<file path="config.mk">
export PLATFORM = sky130hd
export DESIGN_NAME = alu_mc
export DESIGN_NICKNAME = d
export VERILOG_FILES = /design/src/rtl/alu_mc.sv
export SDC_FILE = /design/constraint.sdc
export NUM_CORES = 2
export LEC_CHECK = 0
export BUFFER_PORTS_ARGS = -buffer_cell sky130_fd_sc_hd__buf_2
export CAP_MARGIN = 25
export CORE_ASPECT_RATIO = 1.4
export CORE_MARGIN = 3
export CORE_UTILIZATION = 30
export CTS_CLUSTER_DIAMETER = 150
export CTS_CLUSTER_SIZE = 24
export DETAILED_ROUTE_END_ITERATION = 6
export PLACE_DENSITY_LB_ADDON = 0.25
export SYNTH_ARGS = -nofsm -noshare
export SYNTH_HDL_FRONTEND = slang
export SYNTH_SLANG_ARGS = --single-unit
</file>
<file path="constraint.sdc">
create_clock -name clk -period 5.8 [get_ports clk]
set_input_delay 0 -clock clk [delete_from_list [all_inputs] [get_ports clk]]
set_output_delay 0 -clock clk [all_outputs]
set_load 0.005 [all_outputs]
</file>
<file path="src/rtl/alu_mc.sv">
// Multi-cycle execute-stage ALU: single-cycle logic/add ops, shift-add MUL and
// restoring unsigned DIV, with valid/ready on both the operand and result sides.
module alu_mc #(
   parameter int WIDTH    = 32,
   parameter bit MUL_ITER = 1'b1
) (
   input  logic             clk,
   input  logic             rst_n,
   input  logic             in_valid,
   output logic             in_ready,
   input  logic [2:0]       op,
   input  logic [WIDTH-1:0] a,
   input  logic [WIDTH-1:0] b,
   output logic             out_valid,
   input  logic             out_ready,
   output logic [WIDTH-1:0] result,
   output logic [1:0]       flags,
   output logic             div0,
   output logic             busy
);

   localparam int CW = $clog2(WIDTH);

   typedef enum logic [2:0] {
      OP_ADD = 3'b000, OP_SUB = 3'b001, OP_MUL = 3'b010, OP_DIV = 3'b011,
      OP_AND = 3'b100, OP_OR  = 3'b101, OP_XOR = 3'b110, OP_NOT = 3'b111
   } op_e;

   typedef enum logic [1:0] {S_IDLE, S_BUSY, S_DONE} state_e;

   state_e           state;
   logic             div_q;
   logic             div0_pend_q;
   logic [CW-1:0]    cnt_q;
   logic [WIDTH-1:0] x_q;
   logic [WIDTH-1:0] y_q;
   logic [WIDTH-1:0] acc_q;

   op_e              op_in;
   logic             accept;
   logic             iter_op;
   logic [WIDTH-1:0] single_res;
   logic [WIDTH:0]   rem_sh;
   logic             rem_ge;
   logic [WIDTH-1:0] x_nxt;
   logic [WIDTH-1:0] y_nxt;
   logic [WIDTH-1:0] acc_nxt;
   logic [WIDTH-1:0] iter_res;

   function automatic logic [1:0] flags_of(input logic [WIDTH-1:0] v);
      return {v == '0, v[WIDTH-1]};
   endfunction

   assign op_in    = op_e'(op);
   assign in_ready = (state == S_IDLE) || ((state == S_DONE) && out_ready);
   assign accept   = in_valid && in_ready;
   assign iter_op  = (op_in == OP_DIV) || ((op_in == OP_MUL) && MUL_ITER);

   // NOTE: every always_comb output gets a default first so no path leaves it
   // unassigned; otherwise synthesis infers a latch.
   always_comb begin
      single_res = '0;
      unique case (op_in)
         OP_ADD:  single_res = a + b;
         OP_SUB:  single_res = a - b;
         OP_MUL:  single_res = a * b;
         OP_AND:  single_res = a & b;
         OP_OR:   single_res = a | b;
         OP_XOR:  single_res = a ^ b;
         OP_NOT:  single_res = ~a;
         default: single_res = '0;
      endcase
   end

   // One iteration step. DIV: x_q shifts the dividend out and the quotient in,
   // acc_q is the partial remainder. MUL: x_q is the shifted multiplicand,
   // y_q the multiplier consumed LSB first, acc_q the running product.
   always_comb begin
      rem_sh  = {acc_q, x_q[WIDTH-1]};
      rem_ge  = rem_sh >= {1'b0, y_q};
      x_nxt   = x_q;
      y_nxt   = y_q;
      acc_nxt = acc_q;
      if (div_q) begin
         acc_nxt = rem_ge ? (rem_sh[WIDTH-1:0] - y_q) : rem_sh[WIDTH-1:0];
         x_nxt   = {x_q[WIDTH-2:0], rem_ge};
      end else begin
         acc_nxt = acc_q + (y_q[0] ? x_q : '0);
         x_nxt   = x_q << 1;
         y_nxt   = y_q >> 1;
      end
      iter_res = div_q ? x_nxt : acc_nxt;
   end

   // Divide by zero needs no special case: every compare succeeds, so the
   // quotient fills with ones after the full WIDTH steps.
   // NOTE: sequential state uses non-blocking assignments so every register
   // samples pre-edge values regardless of statement order.
   always_ff @(posedge clk or negedge rst_n) begin
      if (!rst_n) begin
         state       <= S_IDLE;
         out_valid   <= 1'b0;
         result      <= '0;
         flags       <= '0;
         div0        <= 1'b0;
         busy        <= 1'b0;
         cnt_q       <= '0;
         div_q       <= 1'b0;
         div0_pend_q <= 1'b0;
         x_q         <= '0;
         y_q         <= '0;
         acc_q       <= '0;
      end else if (accept) begin
         if (iter_op) begin
            state       <= S_BUSY;
            busy        <= 1'b1;
            out_valid   <= 1'b0;
            cnt_q       <= '0;
            div_q       <= (op_in == OP_DIV);
            div0_pend_q <= (op_in == OP_DIV) && (b == '0);
            x_q         <= a;
            y_q         <= b;
            acc_q       <= '0;
         end else begin
            state     <= S_DONE;
            out_valid <= 1'b1;
            result    <= single_res;
            flags     <= flags_of(single_res);
            div0      <= 1'b0;
         end
      end else begin
         unique case (state)
            S_BUSY: begin
               x_q   <= x_nxt;
               y_q   <= y_nxt;
               acc_q <= acc_nxt;
               cnt_q <= cnt_q + CW'(1);
               if (cnt_q == CW'(WIDTH - 1)) begin
                  state     <= S_DONE;
                  busy      <= 1'b0;
                  out_valid <= 1'b1;
                  result    <= iter_res;
                  flags     <= flags_of(iter_res);
                  div0      <= div0_pend_q;
               end
            end
            S_DONE: begin
               if (out_ready) begin
                  state     <= S_IDLE;
                  out_valid <= 1'b0;
               end
            end
            default: ;
         endcase
      end
   end

endmodule
</file>
==> summary.txt <==
status - finished with violations
failing checks - negative setup slack
worst hold stages - 4
post-synth cell types - 102
synthesis-stage register bit count - 140
cell taking the most area after synthesis - fa_1
hold_ws - 0.0207 ns
worst setup path category - in2reg
syn nets - 4499
Post-synth EDFFs - 0
detailed placer's ending HPWL - 111000 um
max-slew violations - 0
Max-slew headroom - 42.4%
mux contribution to synthesized area - 4.51%
io pins - 109
startpoint types - input port
RSZ-0062 raised after global routing - yes
vias in the first global route - 30300
share of flip-flops with an asynchronous set or reset - 100%
Rows - 137
Avg Cell Area, Syn - 8.19 sq um
Synth Cell Area - 30600 sq um
die width - 276 um
FMAX - 0.155 GHz
Reg clk slew, reported paths - 0.07 ns
CTS Sinks - 140
final setup vio count - 14
CTS tree - built
Max-Cap Viols - 0
routed wire length - 136000 um
family with the most delay on the worst path - adder cells
RR Endpoint - flags[1]
CTS Buf Count - 17
Top FF cell, synth - dfrtp_1
die area - 106000 sq um
Initial DRC Count - 2214
R2R depth - 15
Critical Path RT - 6.19 ns
post-synthesis sequential area ratio - 11.5%
Initial Util - 30.5%
Final Worst Setup Slack - -0.663 ns
top-area cell type share of the netlist area - 26.9%
layout cells sized above 1 - 22.8%
Core ar. - 100000 sq um
routed vias/inst - 5.25
Post-Synth XOR/XNOR Area - 4.96%
Final Net Count - 4926
Adder-Cell Fraction of Synth Area - 38.6%
total number of vias - 28900
Port Buffers - 108
drt pass-1 iters - 5
CP peak stage delay - 0.57 ns
Post-route DRC - 0
Hold Path End - out_valid
Yosys warnings - 0
hold path start - out_ready
initial antenna violation count - 10
crit path DAT - 6.85 ns
largest net degree at the start of global routing - 99
critical path endpoint category - flop
Fin. Hold Viols - 0
Core Util, Final - 38.6%
Mapped Cells - 3732
CTS root buf - clkbuf_16
most used cell, CP - fa_1
Tot GR Track Use - 25.8%
number of H-tree levels - 4
remaining antenna violation count - 0
routability cong. - 0.976
DR WL/cell - 24.7 um
die height - 384 um
CP Buf/Inv Count - 6
slowest CP cell - fa_1
insertion delay of the later-clocked pin in the worst-skew pair - 0.46 ns
Clock Tree Buf Depth - 2
Post-Synth Simple-Gate Area - 17.1%
Worst Path Max Fanout - 6
HP Class - in2reg
crit share post-route - 111%
Syn-to-layout area delta - 26.7%
post-synthesis compound-gate area fraction - 14.5%
ranking of synthesized cells by area - fa_1, ha_1, dfrtp_1
worst-margin pin slew - 0.864 ns
Crit. path cell count - 27
final worst clock skew - 0.0148 ns
first-pass GRT wire length - 200000 um
largest family of logic cells by synthesized area - adder cells
r2r setup slk - 1.35 ns
minimum clock period - 6.46 ns
grt total ovfl - 0
Reg2Reg Launch Point - y_q[0]
[flip-flops by register name, indices dropped and copies added (netlist names)]
signal,cells
out_valid,1
result,31
x_q,32
acc_q,32
state,1
flags,2
div0_pend_q,1
busy,1
cnt_q,5
y_q,32
div_q,1
div0,1
[layer usage]
metal	GRT usage (%)	up-vias	part of all wire [%]
met5	0	-	0.035
met4	13.8	6	6.7
met3	3.09	328	5.8
met2	44.0	1120	48
met1	31.6	14300	39
li1	-	13100	-
[through the flow]
step / setup TNS [ns] / cell area, sq um / std cells / setup slack [ns]
finish: -5.74 / 38700 / 5498 / -0.663
global route: -8.47 / 38700 / 5492 / -0.915
detailed placement: -18.83 / 36200 / 5409 / -1.32
floorplan: -3.05 / 31400 / 3732 / -0.565
CTS: -5.80 / 38100 / 5483 / -0.629
global placement: -18.69 / 36200 / 5409 / -1.37
[synth_stat cells, drive strengths merged (31+ instances only)]
| master | count |
|---|---|
| nand3 | 49 |
| ha | 285 |
| inv | 508 |
| buf | 46 |
| xor2 | 46 |
| nor2 | 453 |
| dfrtp | 140 |
| o21ai | 196 |
| a21o | 45 |
| fa | 411 |
| a21oi | 188 |
| and2 | 44 |
| nand2 | 474 |
| nor3 | 31 |
| mux2i | 99 |
| clkbuf | 146 |
| nand2b | 31 |
| xnor2 | 127 |
[cell type report]
class | instances | area (sq um)
fill | 10300 | 61600
multi-input combinational | 2879 | 25600
timing repair buffer | 599 | 5170
sequential | 140 | 3500
inverter | 521 | 2170
tap | 1320 | 1650
clock buffer | 17 | 425
clock inverter | 15 | 146
antenna | 6 | 15.0
timing repair inverter | 1 | 8.76
[placed cells by master, fill, tap and decap left out, types with 15 or more instances in the layout]
| cell | n |
|---|---|
| buf_4 | 406 |
| ha_4 | 21 |
| a21oi_2 | 24 |
| ha_1 | 257 |
| nand4_1 | 23 |
| o211ai_1 | 19 |
| nor2_4 | 20 |
| buf_6 | 40 |
| nand2b_1 | 31 |
| nor2_1 | 395 |
| nand2_1 | 466 |
| xor2_1 | 43 |
| a211oi_1 | 20 |
| xnor2_1 | 121 |
| buf_2 | 88 |
| o21a_1 | 17 |
| o21ai_1 | 21 |
| nor2_2 | 38 |
| and2_1 | 42 |
| a21oi_1 | 163 |
| inv_1 | 471 |
| mux2i_1 | 99 |
| o21ai_0 | 160 |
| inv_2 | 15 |
| clkbuf_16 | 18 |
| a31oi_1 | 21 |
| a21o_1 | 43 |
| nand3_1 | 44 |
| buf_12 | 51 |
| dfrtp_1 | 139 |
| nor3_1 | 29 |
| fa_1 | 375 |
| fa_2 | 36 |
| o21bai_1 | 15 |
[kinds of logic after synthesis]
logic type	count (synthesis)
AOI/OAI and AO/OA	688
and+or+nand+nor	1201
adders and majority gates	696
DFF	140
xor gates and xnor gates	173
muxes	121
buffers and inverters	713
[worst min-delay path: stages]
cell	delay [ns]
buf_2	0.09
inv_1	0.09
a21oi_1	0.11
a21oi_1	0.13
[worst max path at each step]
stage	start	end
floorplan	b[2]	flags[1]
global placement	b[3]	flags[1]
detailed placement	b[3]	flags[1]
CTS	a[11]	flags[0]
global route	b[3]	flags[1]
finish	b[5]	flags[1]
[what timing repair did]
item | CTS | global route
setup buffers | 39 | 16
resized for setup | 220 | 119
endpoints found under the hold margin | 81 | 0
cloned | 3 | 1
pin swaps | 101 | 81
hold buffers | 4 | 0
endpoints found under the setup margin | 17 | 20
Power is left out: the tool's default activity adds up to more than one toggle a clock period on the data nets, which glitch-free logic cannot reach.
